$ cat config.mk
export PLATFORM = sky130hd
export DESIGN_NAME = odd_operand_fetch
export DESIGN_NICKNAME = d
export VERILOG_FILES = /design/src/rtl/odd_operand_fetch.sv
export SDC_FILE = /design/constraint.sdc
export NUM_CORES = 2
export LEC_CHECK = 0
export CAP_MARGIN = 20
export CORE_AREA = 2 2 657 659
export CTS_CLUSTER_DIAMETER = 60
export CTS_CLUSTER_SIZE = 14
export DETAILED_ROUTE_END_ITERATION = 10
export DIE_AREA = 0 0 659 661
export GPL_TIMING_DRIVEN = 0
export PLACE_DENSITY = 0.34
export SLEW_MARGIN = 20
export SYNTH_ARGS = -nofsm -noshare
export SYNTH_HDL_FRONTEND = slang
export SYNTH_SLANG_ARGS = --single-unit
$ cat constraint.sdc
create_clock -name clk -period 3.7 [get_ports clk]
set_input_delay 0.74 -clock clk [delete_from_list [all_inputs] [get_ports clk]]
set_output_delay 0.74 -clock clk [all_outputs]
set_load 0.005 [all_outputs]
$ cat src/rtl/odd_operand_fetch.sv
// Register-fetch / forwarding stage feeding the odd pipe: resolves RA/RB/RC from the
// register file or the youngest matching forwarding stage, stalls on unready results.
module odd_operand_fetch #(
   parameter int REG_ADDR_WD = 7,
   parameter int REG_DATA_WD = 128,
   parameter int NUM_FWD     = 6,
   parameter int CNT_WD      = 16,
   parameter int OPC_WD      = 8,
   parameter int IMM_WD      = 18,
   parameter logic [OPC_WD-1:0] NOP_OPC = '0
) (
   input  logic                           clk,
   input  logic                           rst,
   input  logic                           in_valid,
   input  logic [OPC_WD-1:0]              in_opcode,
   input  logic [REG_ADDR_WD-1:0]         in_ra_addr,
   input  logic [REG_ADDR_WD-1:0]         in_rb_addr,
   input  logic [REG_ADDR_WD-1:0]         in_rc_addr,
   input  logic                           in_ra_use,
   input  logic                           in_rb_use,
   input  logic                           in_rc_use,
   input  logic [REG_ADDR_WD-1:0]         in_rt_addr,
   input  logic                           in_rt_we,
   input  logic [IMM_WD-1:0]              in_imm,
   input  logic [REG_DATA_WD-1:0]         rf_ra_data,
   input  logic [REG_DATA_WD-1:0]         rf_rb_data,
   input  logic [REG_DATA_WD-1:0]         rf_rc_data,
   input  logic [NUM_FWD*REG_ADDR_WD-1:0] fwd_addr,
   input  logic [NUM_FWD*REG_DATA_WD-1:0] fwd_data,
   input  logic [NUM_FWD-1:0]             fwd_we,
   input  logic [NUM_FWD-1:0]             fwd_rdy,
   input  logic                           flush,
   output logic                           stall,
   output logic                           out_valid,
   output logic [OPC_WD-1:0]              out_opcode,
   output logic [REG_DATA_WD-1:0]         out_RA,
   output logic [REG_DATA_WD-1:0]         out_RB,
   output logic [REG_DATA_WD-1:0]         out_RC,
   output logic [REG_ADDR_WD-1:0]         out_RT_addr,
   output logic                           out_rt_we,
   output logic [IMM_WD-1:0]              out_imm,
   output logic [CNT_WD-1:0]              stall_cnt
);

   logic [REG_ADDR_WD-1:0] src_addr [3];
   logic [REG_DATA_WD-1:0] src_rf   [3];
   logic [REG_DATA_WD-1:0] src_opnd [3];
   logic [2:0]             src_use;
   logic [2:0]             src_hit;
   logic [2:0]             src_haz;

   always_comb begin
      src_addr[0] = in_ra_addr;
      src_addr[1] = in_rb_addr;
      src_addr[2] = in_rc_addr;
      src_rf[0]   = rf_ra_data;
      src_rf[1]   = rf_rb_data;
      src_rf[2]   = rf_rc_data;
      src_use     = {in_rc_use, in_rb_use, in_ra_use};
   end

   // The output register's result is never ready yet, so it ranks as the youngest producer.
   always_comb begin
      for (int s = 0; s < 3; s++) begin
         src_opnd[s] = src_rf[s];
         src_hit[s]  = 1'b0;
         src_haz[s]  = 1'b0;
         if (src_use[s]) begin
            if (out_valid && out_rt_we && (out_RT_addr == src_addr[s])) begin
               src_hit[s] = 1'b1;
               src_haz[s] = 1'b1;
            end
            for (int i = 0; i < NUM_FWD; i++) begin
               if (!src_hit[s] && fwd_we[i] &&
                   (fwd_addr[i*REG_ADDR_WD +: REG_ADDR_WD] == src_addr[s])) begin
                  src_hit[s] = 1'b1;
                  if (fwd_rdy[i])
                     src_opnd[s] = fwd_data[i*REG_DATA_WD +: REG_DATA_WD];
                  else
                     src_haz[s] = 1'b1;
               end
            end
         end
      end
   end

   assign stall = rst && in_valid && !flush && (|src_haz);

   always_ff @(posedge clk or negedge rst) begin
      if (!rst) begin
         out_valid   <= 1'b0;
         out_rt_we   <= 1'b0;
         out_opcode  <= NOP_OPC;
         out_RA      <= '0;
         out_RB      <= '0;
         out_RC      <= '0;
         out_RT_addr <= '0;
         out_imm     <= '0;
         stall_cnt   <= '0;
      end else begin
         if (flush || stall) begin
            out_valid  <= 1'b0;
            out_rt_we  <= 1'b0;
            out_opcode <= NOP_OPC;
         end else begin
            out_valid   <= in_valid;
            out_rt_we   <= in_rt_we && in_valid;
            out_opcode  <= in_opcode;
            out_RA      <= src_opnd[0];
            out_RB      <= src_opnd[1];
            out_RC      <= src_opnd[2];
            out_RT_addr <= in_rt_addr;
            out_imm     <= in_imm;
         end
         if (stall && (stall_cnt != {CNT_WD{1'b1}}))
            stall_cnt <= stall_cnt + CNT_WD'(1);
      end
   end

endmodule

# Word level (Yosys, flattened, before mapping)
# Cells that the tools add are included.
# op_classes
n_div	0
n_addsub	1
bitwise	0
n_eq_ne	22
muxes	124
multipliers	0
magnitude_cmp	0
shift	0
n_reduce_logical	66
# ops
op	count
2-to-1 mux 128 bit	43
equality test 7 bit	21
2-to-1 mux 1 bit	80
logical AND 1 bit	45
logical NOT 1 bit	19
adder 16 x 1 -> 16 bit, second input constant	1
!= test 16 bit, second input constant	1
2-to-1 mux 8 bit	1
OR reduction 3 bit	1
logical OR 1 bit	1
# totals
latch_bits	0
ramBits	0
output_inout_bits	436
memories	0
rom_bits	0
register_bits	435
word_cells	222

# Logic depth before layout (Yosys ltp)
# logic_depth
ltp_word	38
mapped_depth	15

# Worst setup path after synthesis
# Ideal clock, no wire load.
# synth_timing
path_kind	input to register
from	input port in_rb_addr[6]
to	register out_RB[0]
cell_stages	13
t_arrival_ns	3.177
path_slack_ns	0.441
cell_sequence	buf_2 -> xor2_1 -> nor2_1 -> and4bb_2 -> or4_1 -> clkbuf_1 -> buf_2 -> buf_2 -> mux2i_1 -> a211oi_1 -> a211oi_1 -> or3_1 -> a31oi_1
# synth_between
elab_chain_len	37
# synth_lines
item	line	text
start: declaration	17	input logic [REG_ADDR_WD-1:0] in_rb_addr,
equality test 7 bit	69	if (out_valid && out_rt_we && (out_RT_addr == src_addr[s])) begin
logical AND 1 bit	69	
2-to-1 mux 1 bit	69	
2-to-1 mux 1 bit	68	if (src_use[s]) begin
logical NOT 1 bit	74	if (!src_hit[s] && fwd_we[i] &&
logical AND 1 bit (2 in series)	74	
2-to-1 mux 1 bit	74	
2-to-1 mux 1 bit	68	
[... 19 more ...]	-	
2-to-1 mux 1 bit	68	
logical NOT 1 bit	74	
logical AND 1 bit (2 in series)	74	
2-to-1 mux 1 bit	74	
2-to-1 mux 1 bit	68	
OR reduction 3 bit	87	assign stall = rst && in_valid && !flush && (|src_haz);
logical AND 1 bit	87	
logical OR 1 bit	101	if (flush || stall) begin
end signal: assignment	110	out_RB <= src_opnd[1];
end: declaration	37	output logic [REG_DATA_WD-1:0] out_RB,
# Parallel ways exist; a longest one is shown, timed or not. The select of a mux whose other input is x is not followed.
# A chain may end at the register's enable or synchronous reset.

# Worst setup path after layout
# layout_timing
from	input port fwd_we[1]
to	output port stall
# layout_between
elab_chain_len	26
# layout_lines
item	line	text
start: declaration	30	input logic [NUM_FWD-1:0] fwd_we,
logical AND 1 bit (2 in series)	74	
2-to-1 mux 1 bit	74	
2-to-1 mux 1 bit	68	
logical NOT 1 bit	74	
logical AND 1 bit (2 in series)	74	
2-to-1 mux 1 bit	74	
2-to-1 mux 1 bit	68	
logical NOT 1 bit	74	
[... 7 more ...]	-	
2-to-1 mux 1 bit	74	
2-to-1 mux 1 bit	68	
logical NOT 1 bit	74	
logical AND 1 bit (2 in series)	74	
2-to-1 mux 1 bit	74	
2-to-1 mux 1 bit	68	
OR reduction 3 bit (*)	87	
logical AND 1 bit (*)	87	
end: declaration	33	output logic stall,
# Every way passes the cells marked *; elsewhere a longest branch is shown, timed or not. The select of a mux whose other input is x is not followed.

==> flow_summary.toml <==
[floorplan]
dieHeight_um = 661
die_area_um2 = 436000
die_x_um = 659
fp.coreArea_um2 = 429000
rows = 241
ios = 1704
initial_core_util_pct = 9.63

[global_routing]
grt_pass1_wl_um = 814000
track_usage_pct = 29.4
grt_remaining_overflow = 0
grt_pass1_vias = 62100
antenna_found_initial = 495
grt_max_degree = 70

[timing]
fin_skew_ns = 0.0859
min_period_ns = 3.77
worst_slew_pin_slew_ns = 1.20
setup_violations = 6
final_max_slew_viol_count = 0
period_share_pct = 102
finalHoldViolCount = 0
slew_headroom_pct = 19.9
rsz0062_at_grt = "true"
holdWs_ns = 0.0920
setup_slack_ns = -0.0672
fmax_mhz = 265

[synthesis]
ys_seq_area_share_pct = 26.4
synth_common_cells = "nand2_1 (775), o21ai_0 (669), nor2_1 (460)"
async_reset_ff_share_pct = 100
synth_edf_count = 0
synth_most_common_cell = "nand2_1"
synth.avg_cell_area_um2 = 7.35
yosys-top-cells-area = "dfrtp_1 (26%), o21ai_0 (8.1%), nand2_1 (7.0%), a211oi_1 (6.3%), a31oi_1 (4.9%)"
synth_area_um2 = 41300
ys_warn_count = 0
ys_types = 71
synth_top_area_share_pct = 26.4
synth-main-ff-cell = "dfrtp_1"
yosys_register_bits = 435
synth_top_cell_by_area = "dfrtp_1"
syn_nets = 6888
synth_cells = 5619

[power]
ir_worst_vdd_uv = 417
powerDensity_nw_per_um2 = 328
p_leak_nw = 27.3

[setup_path]
crit_path_end_kind = "primary output"
worstPathMaxFanout = 4
critPathRequiredTime_ns = 2.96
cp-start-kind = "input port"
cp.arrival_ns = 3.03
critical_path_class = "input port to primary output"

[placement]
dp_hpwl_um = 559000
pre_cts_slack_ns = -2.89
gp_congestion = 0.943
io_buffers = 1680
dp.cells = 13100

[job]
maxCapViolCount = 0

[cells_and_area]
drive_above_1_share_pct = 12.4
final-instance-count-excl-fill = 13600
multi_input_area_um2 = 28500
area_growth_pct = 79.2
fillerInstances = 48600
nets = 8824
seqCellArea_um2 = 10900

[routing]
dr.pass1.iters = 7
via_per_inst = 4.90
vias = 66600
wl_per_cell_um = 49.4
drt_iter0_drc = 9178
drtAntennaViolNets = 0
drcViolationCount = 0
wirelength_um = 671000

[outcome]
violations = "negative setup slack"
outcome = "finished, violations left"

[worst_hold_path]
hold_class = "input port to asynchronous set/reset pin"

[clock_tree]
cts_buffer_depth = 4
insertion_delay_ns = 0.94
cts_sinks = 435
cts_tree = "done"
cts_made_buffers = 120
clk_pin_slew_ns = 0.05
root_buffer = "clkbuf_16"
h-tree-depth = 3
## state kept, by name, summed over array words and instances, names as in the netlist
signal and cells:
stall_cnt 16, out_imm 18, out_RA 128, out_RB 128, out_RC 128, out_valid 1
out_opcode 8, out_RT_addr 7, out_rt_we 1
## metrics by stage
stage	setup TNS, ns	instance area [um^2]	total power, mW	util (%)
2_1_floorplan	0	41300	7.45	-
3_3_place_gp	-	65300	12.9	15.2
3_5_place_dp	-1081.58	67500	13.0	15.7
4_1_cts	-0.0122	73200	24.4	17.1
5_1_grt	-0.699	73700	24.9	17.2
6_report	-0.166	74000	24.3	17.2
## cell usage in the layout, fill, tap and decap left out, types with 36 or more instances in the layout
cell type / instances
nor2_1: 455
dfrtp_1: 428
nand4_1: 42
or3_1: 94
o22a_1: 126
clkbuf_16: 121
a211o_1: 59
buf_4: 95
o221ai_1: 128
buf_12: 60
a31oi_1: 325
xnor2_1: 104
buf_16: 36
a211oi_1: 322
nor3_1: 130
a22o_1: 65
nand2_1: 768
diode_2: 220
clkbuf_2: 203
nand3_1: 140
clkdlybuf4s50_1: 1644
buf_2: 94
mux2i_1: 193
clkbuf_1: 188
o21ai_0: 660
clkbuf_4: 47
xor2_1: 39
a221oi_1: 120
nor2b_1: 39
a21oi_1: 108
o21bai_1: 65
o22ai_1: 195
## kinds of logic (layout without fill, tap and decap cells)
logic type	after synthesis	count (layout)	share of synthesized area (%)
AO/OA/AOI/OAI	2415	2415	40.2
other	0	220	0
flip-flops	435	435	26.4
multiplexers	195	195	4.73
XOR/XNOR	159	159	3.37
adder cells (fa/ha/maj)	1	1	0.0303
buffers and inverters	650	2682	6.63
AND/OR/NAND/NOR	1764	1764	18.7
## final cells by class
cell class,instances,share of cell area (%)
Timing Repair Buffer,1831,26.2
Clock inverter,72,1.02
Tap cell,5710,9.65
Clock buffer,146,4.41
Multi-Input combinational cell,4534,38.4
Sequential cell,435,14.7
Antenna cell,220,0.744
Inverter,11,0.0592
Buffer,622,4.78
## worst max-delay path: stages
cell             delay, ns
clkdlybuf4s50_1       0.54
nand4_1               0.24
or3_1                 0.45
o211ai_1              0.14
a311o_1               0.26
o311a_4               0.36
nand3_4               0.13
buf_6                 0.14
## path summary, 6_finish.rpt
kind,startpoint,slack (ns),endpoint,cells after the start
min in group clk,in_imm[5],0.38,out_imm[5],3
max in group asynchronous,rst,1.69,out_RB[109],6
worst min register to register,out_RC[3],0.48,out_RC[3],2
worst max-delay path,fwd_we[1],-0.07,stall,8
worst min-delay path,rst,0.09,out_RB[127],4
worst max register to register,out_RT_addr[1],-0.04,out_RC[78],13
## layer usage
metal | up-vias | part of all wire (%) | GRT usage (%)
met5 | - | 0.20 | 0
met4 | 202 | 6.7 | 17.3
met3 | 1631 | 9.0 | 9.25
met2 | 5296 | 49 | 51.7
met1 | 33700 | 35 | 30.8
li1 | 25800 | - | -
## report_power, final
| group | total (mW) | internal [mW] | switching, mW | leakage [nW] |
|---|---|---|---|---|
| sequential | 5.76 | 5.27 | 0.493 | 5.25 |
| combinational | 7.42 | 3.19 | 4.22 | 20.1 |
| clock | 11.1 | 6.83 | 4.29 | 1.96 |
| total | 24.3 | 15.3 | 9.01 | 27.3 |
## repair_timing
item                                   CTS  global route
endpoints found under the hold margin   56             0
buffers inserted                        51             4
pin swaps                               35             8
setup endpoints to repair              430           319
hold buffers                             8             0
resized for setup                      380           210
Power figures use the tool's default switching activity.
